File: src/rtl/l2_arbiter_pkg.sv
// l2_arbiter_pkg
//   Shared definitions for the L2 front-end sequencer: the FSM state
//   encoding and a ceiling-log2 helper used to size the grant index.
//   No ports (package).
//   Configuration macro used by the importing RTL: L2_ARB_RR_EN.

package l2_arbiter_pkg;

  localparam logic [1:0] ST_IDLE     = 2'd0;
  localparam logic [1:0] ST_GRANT    = 2'd1;
  localparam logic [1:0] ST_INV_WAIT = 2'd2;
  localparam logic [1:0] ST_INV      = 2'd3;

  typedef enum logic [1:0] {
    IDLE     = ST_IDLE,
    GRANT    = ST_GRANT,
    INV_WAIT = ST_INV_WAIT,
    INV      = ST_INV
  } state_t;

  // Width of an index able to address n items. Never returns less than 1 so
  // a single-master build still gets a real (one-bit) grant register.
  function automatic int CLOG2(input int n);
    int r;
    r = 1;
    while ((1 << r) < n) r++;
    return r;
  endfunction

endpackage

File: src/rtl/l2_arb_sel.sv
// l2_arb_sel
//   Combinational winner selection. Searches i_valid starting at i_start and
//   wrapping modulo N; the first set bit found wins. Tying i_start to zero
//   gives plain fixed priority (lowest index wins).
// Ports:
//   i_valid  in  N   request vector
//   i_start  in  GW  index where the search begins (must be < N)
//   o_idx    out GW  index of the winner (0 when nothing is valid)
//   o_any    out 1   at least one request is valid

module l2_arb_sel
  import l2_arbiter_pkg::*;
#(
  parameter int N  = 2,
  parameter int GW = 1
) (
  input  logic [N-1:0]  i_valid,
  input  logic [GW-1:0] i_start,
  output logic [GW-1:0] o_idx,
  output logic          o_any
);

  // Walk the ring from the far end back to the start so that the last
  // assignment made is the one nearest the start pointer; this avoids a
  // break and keeps the loop a clean priority chain.
  always_comb begin
    int j;
    j     = 0;
    o_idx = '0;
    for (int k = N - 1; k >= 0; k--) begin
      j = int'(i_start) + k;
      if (j >= N) j = j - N;
      if (i_valid[j]) o_idx = GW'(j);
    end
  end

  assign o_any = |i_valid;

endmodule

File: src/rtl/l2_arbiter.sv
// l2_arbiter
//   Sequencer in front of the shared L2 native port. Arbitrates N masters
//   onto the L2 and serialises L2 invalidation against in-flight traffic:
//   an invalidate is only issued from idle once the write-through buffer
//   has drained.
//   Configuration: define L2_ARB_RR_EN for round-robin arbitration;
//   otherwise fixed priority (lowest index wins) and no rr register exists.
// Ports:
//   clk        in   system clock, rising edge
//   rst        in   synchronous active-low reset
//   m_valid    in   N      per-master request valid
//   m_addr     in   N*AW   per-master address (master i at [i*AW +: AW])
//   m_wdata    in   N*DW   per-master write data
//   m_wstrb    in   N*DW/8 per-master byte strobes (zero = read)
//   m_rdata    out  DW     read data broadcast, meaningful with m_ready
//   m_ready    out  N      one-hot completion pulse
//   s_valid/s_addr/s_wdata/s_wstrb  out  request to the L2
//   s_rdata    in   DW     L2 read data
//   s_ready    in   1      L2 completion pulse
//   inv_req    in   1      invalidate request pulse
//   wtb_empty  in   1      L2 write-through buffer empty
//   force_inv  out  1      one-cycle invalidate pulse to the L2
//   busy       out  1      FSM not in IDLE

module l2_arbiter
  import l2_arbiter_pkg::*;
#(
  parameter int N_MASTERS = 2,
  parameter int ADDR_W    = 24,
  parameter int DATA_W    = 32
) (
  input  logic                         clk,
  input  logic                         rst,
  input  logic [N_MASTERS-1:0]         m_valid,
  input  logic [N_MASTERS*ADDR_W-1:0]  m_addr,
  input  logic [N_MASTERS*DATA_W-1:0]  m_wdata,
  input  logic [N_MASTERS*DATA_W/8-1:0] m_wstrb,
  output logic [DATA_W-1:0]            m_rdata,
  output logic [N_MASTERS-1:0]         m_ready,
  output logic                         s_valid,
  output logic [ADDR_W-1:0]            s_addr,
  output logic [DATA_W-1:0]            s_wdata,
  output logic [DATA_W/8-1:0]          s_wstrb,
  input  logic [DATA_W-1:0]            s_rdata,
  input  logic                         s_ready,
  input  logic                         inv_req,
  input  logic                         wtb_empty,
  output logic                         force_inv,
  output logic                         busy
);

  localparam int GW = CLOG2(N_MASTERS);
  localparam int SW = DATA_W / 8;

  state_t          r_state;
  state_t          w_nextState;
  logic [GW-1:0]   r_gnt;
  logic            r_invPend;
  logic [GW-1:0]   w_win;
  logic [GW-1:0]   w_start;
  logic            w_any;

`ifdef L2_ARB_RR_EN
  logic [GW-1:0]   r_rr;
  logic [GW-1:0]   w_gntInc;

  // Next search start is the master after the one just served, wrapping at
  // N_MASTERS (which need not be a power of two).
  assign w_gntInc = (r_gnt == GW'(N_MASTERS - 1)) ? '0 : r_gnt + 1'b1;

  always_ff @(posedge clk) begin
    if (!rst) begin
      r_rr <= '0;
    end else if (r_state == GRANT && s_ready) begin
      r_rr <= w_gntInc;
    end
  end

  assign w_start = r_rr;
`else
  assign w_start = '0;
`endif

  l2_arb_sel #(
    .N  (N_MASTERS),
    .GW (GW)
  ) u_sel (
    .i_valid (m_valid),
    .i_start (w_start),
    .o_idx   (w_win),
    .o_any   (w_any)
  );

  // State, grant index and the pending-invalidate flag. The grant is only
  // captured when IDLE actually moves to GRANT, so a pending invalidate
  // leaves the previous index untouched. The pending flag clears on the
  // edge that enters INV; a request arriving in the INV cycle itself sets
  // it again and therefore produces a second invalidate.
  always_ff @(posedge clk) begin
    if (!rst) begin
      r_state   <= IDLE;
      r_gnt     <= '0;
      r_invPend <= 1'b0;
    end else begin
      r_state <= w_nextState;
      if (r_state == IDLE && !r_invPend && w_any) begin
        r_gnt <= w_win;
      end
      if (r_state == INV_WAIT && wtb_empty) begin
        r_invPend <= 1'b0;
      end else if (inv_req) begin
        r_invPend <= 1'b1;
      end
    end
  end

  // Next state and all outputs. Everything defaults to zero so that only
  // GRANT exposes master data to the L2 and only INV pulses force_inv.
  // Completion is passed straight through from s_ready.
  always_comb begin
    w_nextState = r_state;
    s_valid     = 1'b0;
    s_addr      = '0;
    s_wdata     = '0;
    s_wstrb     = '0;
    m_ready     = '0;
    m_rdata     = '0;
    force_inv   = 1'b0;
    busy        = (r_state != IDLE);
    case (r_state)
      IDLE: begin
        if (r_invPend) begin
          w_nextState = INV_WAIT;
        end else if (w_any) begin
          w_nextState = GRANT;
        end
      end
      GRANT: begin
        s_valid        = m_valid[r_gnt];
        s_addr         = m_addr[r_gnt*ADDR_W +: ADDR_W];
        s_wdata        = m_wdata[r_gnt*DATA_W +: DATA_W];
        s_wstrb        = m_wstrb[r_gnt*SW +: SW];
        m_ready[r_gnt] = s_ready;
        m_rdata        = s_rdata;
        if (s_ready) w_nextState = IDLE;
      end
      INV_WAIT: begin
        if (wtb_empty) w_nextState = INV;
      end
      INV: begin
        force_inv   = 1'b1;
        w_nextState = IDLE;
      end
      default: w_nextState = IDLE;
    endcase
  end

endmodule
File: config.mk
export PLATFORM = sky130hd
export DESIGN_NAME = l2_arbiter
export DESIGN_NICKNAME = d
export VERILOG_FILES = /design/src/rtl/l2_arbiter_pkg.sv /design/src/rtl/l2_arb_sel.sv /design/src/rtl/l2_arbiter.sv
export SDC_FILE = /design/constraint.sdc
export NUM_CORES = 1
export LEC_CHECK = 0
export ABC_AREA = 1
export BUFFER_PORTS_ARGS = -buffer_cell sky130_fd_sc_hd__buf_2
export CAP_MARGIN = 40
export CELL_PAD_IN_SITES_DETAIL_PLACEMENT = 0
export CELL_PAD_IN_SITES_GLOBAL_PLACEMENT = 1
export CORE_UTILIZATION = 14
export CTS_CLUSTER_DIAMETER = 40
export DETAILED_ROUTE_END_ITERATION = 10
export GPL_TIMING_DRIVEN = 0
export PLACE_DENSITY_LB_ADDON = 0.08
export SLEW_MARGIN = 0
export SYNTH_ARGS = -nofsm -noshare
export SYNTH_HDL_FRONTEND = slang
export SYNTH_SLANG_ARGS = --single-unit
File: constraint.sdc
create_clock -name clk -period 3 [get_ports clk]
set_input_delay 0.3 -clock clk [delete_from_list [all_inputs] [get_ports clk]]
set_output_delay 0.3 -clock clk [all_outputs]
set_load 0.02 [all_outputs]
### Word-level counts from Yosys, hierarchy flattened

Cells that the tools add are included.

| word-level totals | value |
|---|---|
| flip-flop bits (word level) | 4 |
| input port bits | 159 |
| output and inout bits | 97 |
| word-level logic and storage cells | 45 |

| operators by class | value |
|---|---|
| $mul | 1 |
| magnitude comparators | 2 |
| equality and inequality tests | 6 |
| shifts and indexed selects | 3 |
| multiplexer cells | 18 |
| bitwise gates (word level) | 2 |
| reductions and logical operators | 10 |

Operators with widths:

| cell | number |
|---|---|
| 32-bit 2-to-1 mux | 2 |
| 64-bit by 7-bit indexed part select with 32-bit output | 1 |
| 48-bit by 7-bit indexed part select with 24-bit output | 1 |
| 24-bit 2-to-1 mux | 1 |
| 2-bit 2-to-1 mux | 5 |
| 2-bit one-hot mux with 4 select lines | 1 |
| 8-bit by 4-bit indexed part select with 4-bit output | 1 |
| 1-bit 2-to-1 mux | 7 |
| 2-bit == test (second input constant) | 2 |
| 1-bit logical AND | 4 |
| 4-bit 2-to-1 mux | 1 |
| 2-bit != test (second input constant) | 2 |
| 2-bit OR reduction | 2 |
| 1-bit by 2-bit multiplier with 3-bit output (second input constant) | 1 |
| 3-bit != test (second input constant) | 1 |
| 3-bit AND reduction | 1 |
| 2-bit AND | 1 |
| 2-bit by 1-bit == test with 1-bit output (second input constant) | 1 |
| 2-bit zero test | 1 |
| 1-bit by 2-bit < comparator with 1-bit output (second input constant) | 1 |
| 2-bit nonzero test | 1 |
| 1-bit demux with 1-bit select | 1 |
| 1-bit greater-or-equal comparator (second input constant) | 1 |
| 1-bit zero test | 1 |
| 1-bit inverter | 1 |

### Longest topological paths before layout

| depth | value |
|---|---|
| word-level depth | 6 |
| mapped depth | 5 |
| mapped depth without buffers | 5 |

### Hierarchy

From an unflattened synthesis, not the netlist that was laid out.

| unflattened totals | value |
|---|---|
| cells, all modules | 310 |
| area, all modules | 1423.9 um^2 |

By module, submodules not included:

| module | times used | cells an instance | area an instance (um^2) | sequential area each (um^2) |
|---|---|---|---|---|
| l2_arbiter | 1 | 306 | 1405.1 | 80.1 |
| l2_arb_sel | 1 | 4 | 18.8 | 0.0 |

### Worst setup path after synthesis

OpenSTA, ideal clock, no wires.

| timing | value |
|---|---|
| path kind | flip-flop to output port |
| from | register r_gnt |
| to | output m_ready[1] |
| data arrival time | 1.150 ns |
| required time | 2.700 ns |
| path slack | 1.550 ns |
| cell stages (with the launch flop) | 5 |
| buffers on the path | 2 |
| cell sequence | dfxtp_1 buf_4 inv_2 buf_4 nor3_1 |

| on the way | value |
|---|---|
| cells in the longest elaborated chain, start to end | 6 |
| elaborated cells between the ends (all ways) | 7 |
| classes of those cells | order compare: 2; mux: 3; bitwise: 1; reduce/logical: 1 |

RTL lines:

| element | line | RTL |
|---|---|---|
| start: declaration | l2_arbiter.sv:57 | `logic [GW-1:0] r_gnt;` |
| start signal: assignment | l2_arbiter.sv:107 | `r_gnt <= w_win;` |
| 1-bit by 2-bit < comparator with 1-bit output (implied by the code) or 1-bit greater-or-equal comparator (tied branches) | l2_arbiter.sv:143 | `m_ready[r_gnt] = s_ready;` |
| 1-bit logical AND (implied by the code) | l2_arbiter.sv:143 |  |
| 1-bit 2-to-1 mux (implied by the code) | l2_arbiter.sv:143 |  |
| 1-bit demux with 1-bit select (*) | l2_arbiter.sv:143 |  |
| 2-bit AND (no line) (*) | -- |  |
| 2-bit 2-to-1 mux (*) | l2_arbiter.sv:130 | `case (r_state)` |
| end: declaration | l2_arbiter.sv:39 | `output logic [N_MASTERS-1:0] m_ready,` |

Every way passes the cells marked *; elsewhere a longest branch is shown, timed or not.

### Final worst setup path

| timing | value |
|---|---|
| from | register r_gnt |
| to | output s_addr[12] |

| on the way | value |
|---|---|
| cells in the longest elaborated chain, start to end | 3 |

RTL lines:

| element | line | RTL |
|---|---|---|
| 1-bit by 2-bit multiplier with 3-bit output | l2_arbiter.sv:140 | `s_addr = m_addr[r_gnt*ADDR_W +: ADDR_W];` |
| 48-bit by 7-bit indexed part select with 24-bit output | l2_arbiter.sv:140 |  |
| 24-bit 2-to-1 mux | l2_arbiter.sv:130 |  |
| end: declaration | l2_arbiter.sv:41 | `output logic [ADDR_W-1:0] s_addr,` |

No other way between the ends.

==> run_results.csv <==
group,metric,value,unit
outcome,status,"completed",
die,dieHeight,100.9,um
yosys,synth.ff_latch_count,4,
worst_setup_path,path_class,"reg -> out",
yosys,yosys.area.top_type,"nand2_1",
detailed_routing,wl_per_cell,11.49,um
placement,place_ws,1373,ps
detailed_routing,drtIter0Drc,40,
detailed_routing,wl_met2,4.363,mm
clocking,root_buffer,"clkbuf_8",
timing,setup-violations-final,0,
layout,finalNetCount,721,
global_routing,grt_use_total,0.1420,
global_routing,antenna_found_initial,0,
global_routing,grt_pass1_wl,11.56,mm
yosys,yosys-top-cells-area,"nand2_1 35%, a21oi_1 22%, inv_1 10%",
clocking,clock_path_buffers,2,
detailed_routing,vias_per_cell,3.958,
yosys,synth_nets,461,
detailed_routing,dr_total_vias,2727,
clocking,cts-resized-gates,0,
yosys,synth_top_area_frac,0.3479,
worst_setup_path,crit_path_end_kind,"primary output",
worst_setup_path,crit_slowest_cell,"clkbuf_1",
timing,worst_pin_slew,448.3,ps
layout,fill_cells,1159,
timing,period_minus_slack,1813,ps
timing,drv_slew,0,
clocking,clkSinkCount,4,
detailed_routing,dr_wl_met3,713,um
die,start_util,0.1462,
die,placeableCoreArea,9371,um^2
global_routing,grt_max_degree,11,
timing,hold_slack,291.5,ps
timing,fmax,551.6,MHz
detailed_routing,drt-met1-wl,2.814,mm
worst_setup_path,path_buf_inv,3,
timing,fin_crit_sh,0.6043,
worst_setup_path,worstPathArrival,1510,ps
layout,drive_above_1_share,0.5071,
yosys,synth_cells,302,
min_path,min_path_type,"in -> reg",
detailed_routing,highest-signal-layer,"met4",
die,fp.dieW,100.9,um
yosys,yosysWarnings,0,
clocking,cts_hold_buf,0,
placement,place.gp.congestion,0.7236,
yosys,avgSynthCellArea,4.537,um^2
layout,final_util,0.3040,
die,fp-row-count,35,
global_routing,grt_pass1_vias,2390,
placement,dpl.hpwl,6.679,mm
power,p_leak,1.959,nW
die,pin_count,256,
power,ir_worst_vdd,0.1811,mV
layout,fin_area,2849,um^2
global_routing,grt_overflow,0,
power,p_per_area,294.8,nW/um^2
detailed_routing,drc,0,
die,dieArea,10190,um^2
clocking,cts_max_level,1,
worst_setup_path,critPathLaunchType,"register",
worst_setup_path,critPathMaxStageDelay,380,ps
run,cap_violations,0,
layout,area_delta_synth_final,107.9,%
clocking,postCtsSetupRepairBufs,0,
worst_setup_path,worstPathMaxFanout,10,
timing,slew_headroom,0.7011,
worst_setup_path,cp.required,2700,ps
yosys,ys_types,19,
timing,rsz0062_at_grt,"false",
worst_setup_path,cp_cell_sequence,"buf_4, clkbuf_1, nand2_1, a21oi_1, buf_2",
power,p_total,0.8398,mW
layout,fin_cells,689,
timing,final.setup.worst_slack,1187,ps
timing,fin_tns_setup,0,ps
worst_setup_path,path_delay_family,"buffers and inverters",
clocking,cts_tree,"done",
layout,diodes,0,
detailed_routing,drt-total-wl,7.918,mm
timing,skew,2.088,ps
detailed_routing,ant_nets,0,
clocking,cts_buffers,3,
yosys,yosysSeqAreaShare,0.05845,
placement,portBuffers,255,
clocking,clkLatencyLatePin,220,ps
timing,finalHoldViolations,0,
placement,placed_area,2808,um^2
placement,dp.cells,686,
yosys,synth_area,1370,um^2
detailed_routing,drt_first_pass_iters,4,
clocking,clk_pin_slew,30,ps
==> cell usage after synthesis <==
| master | instances |
|---|---|
| inv_2 | 2 |
| nand3_1 | 4 |
| o211a_1 | 1 |
| dfxtp_1 | 4 |
| nor3_1 | 2 |
| inv_1 | 37 |
| a31oi_1 | 1 |
| buf_6 | 2 |
| o21bai_1 | 1 |
| o21ai_0 | 1 |
| buf_2 | 11 |
| a21oi_1 | 61 |
| buf_4 | 9 |
| nand2_1 | 127 |
| clkbuf_1 | 1 |
| nor2_1 | 35 |
| a21oi_2 | 1 |
| nand3b_1 | 1 |
| nand2_2 | 1 |
==> layout make-up <==
class | count | area (um^2) | share of cell area
well taps | 129 | 161.4 | 0.05665
repair buffers | 255 | 1276 | 0.4480
clock buffers | 3 | 41.29 | 0.01449
multi-input cells | 236 | 994.7 | 0.3491
inverters | 39 | 146.4 | 0.05138
flip-flops and latches | 4 | 80.08 | 0.02811
plain buffers | 23 | 148.9 | 0.05226
==> cell families after synthesis <==
logic type / count (synthesis) / share of synthesized area
and+or+nand+nor: 170 / 0.4758
AOI/OAI and AO/OA: 66 / 0.2502
buffers and inverters: 62 / 0.2155
DFF: 4 / 0.05845
==> where the power goes <==
group	switching (mW)	total [mW]	internal (mW)
combinational	0.409	0.658	0.249
clock	0.0295	0.115	0.0856
sequential	0.00685	0.0664	0.0595
total	0.445	0.840	0.394
==> flip-flops by register name (all words and copies together), names as in the netlist <==
| name | cells |
|---|---|
| r_state | 2 |
| r_invPend | 1 |
| r_gnt | 1 |
==> path summary, 6_finish.rpt <==
kind	startpoint	cells past startpoint	end	slack, ps
max	r_gnt	5	s_addr[12]	1190
min	wtb_empty	2	r_invPend	290
max reg2reg	r_gnt	4	r_gnt	2010
min reg2reg	r_invPend	1	r_state[1]	510
==> per-layer routing <==
layer,vias up,track usage
met5,-,0
met4,0,0.02007
met3,4,0.02566
met2,127,0.3003
met1,1158,0.1438
li1,1438,-
==> placed cells by master (no fill, tap or decap) <==
cell type	count
a21oi_1	61
o21ai_0	1
inv_2	2
buf_6	2
buf_2	266
nor2_1	35
o211a_1	1
clkbuf_8	3
nand3_1	4
nand3b_1	1
a31oi_1	1
dfxtp_1	4
buf_4	9
nand2_2	1
o21bai_1	1
nand2_1	127
a21oi_2	1
inv_1	37
clkbuf_1	1
nor3_1	2
No activity file was read; power rests on OpenSTA's default activity.
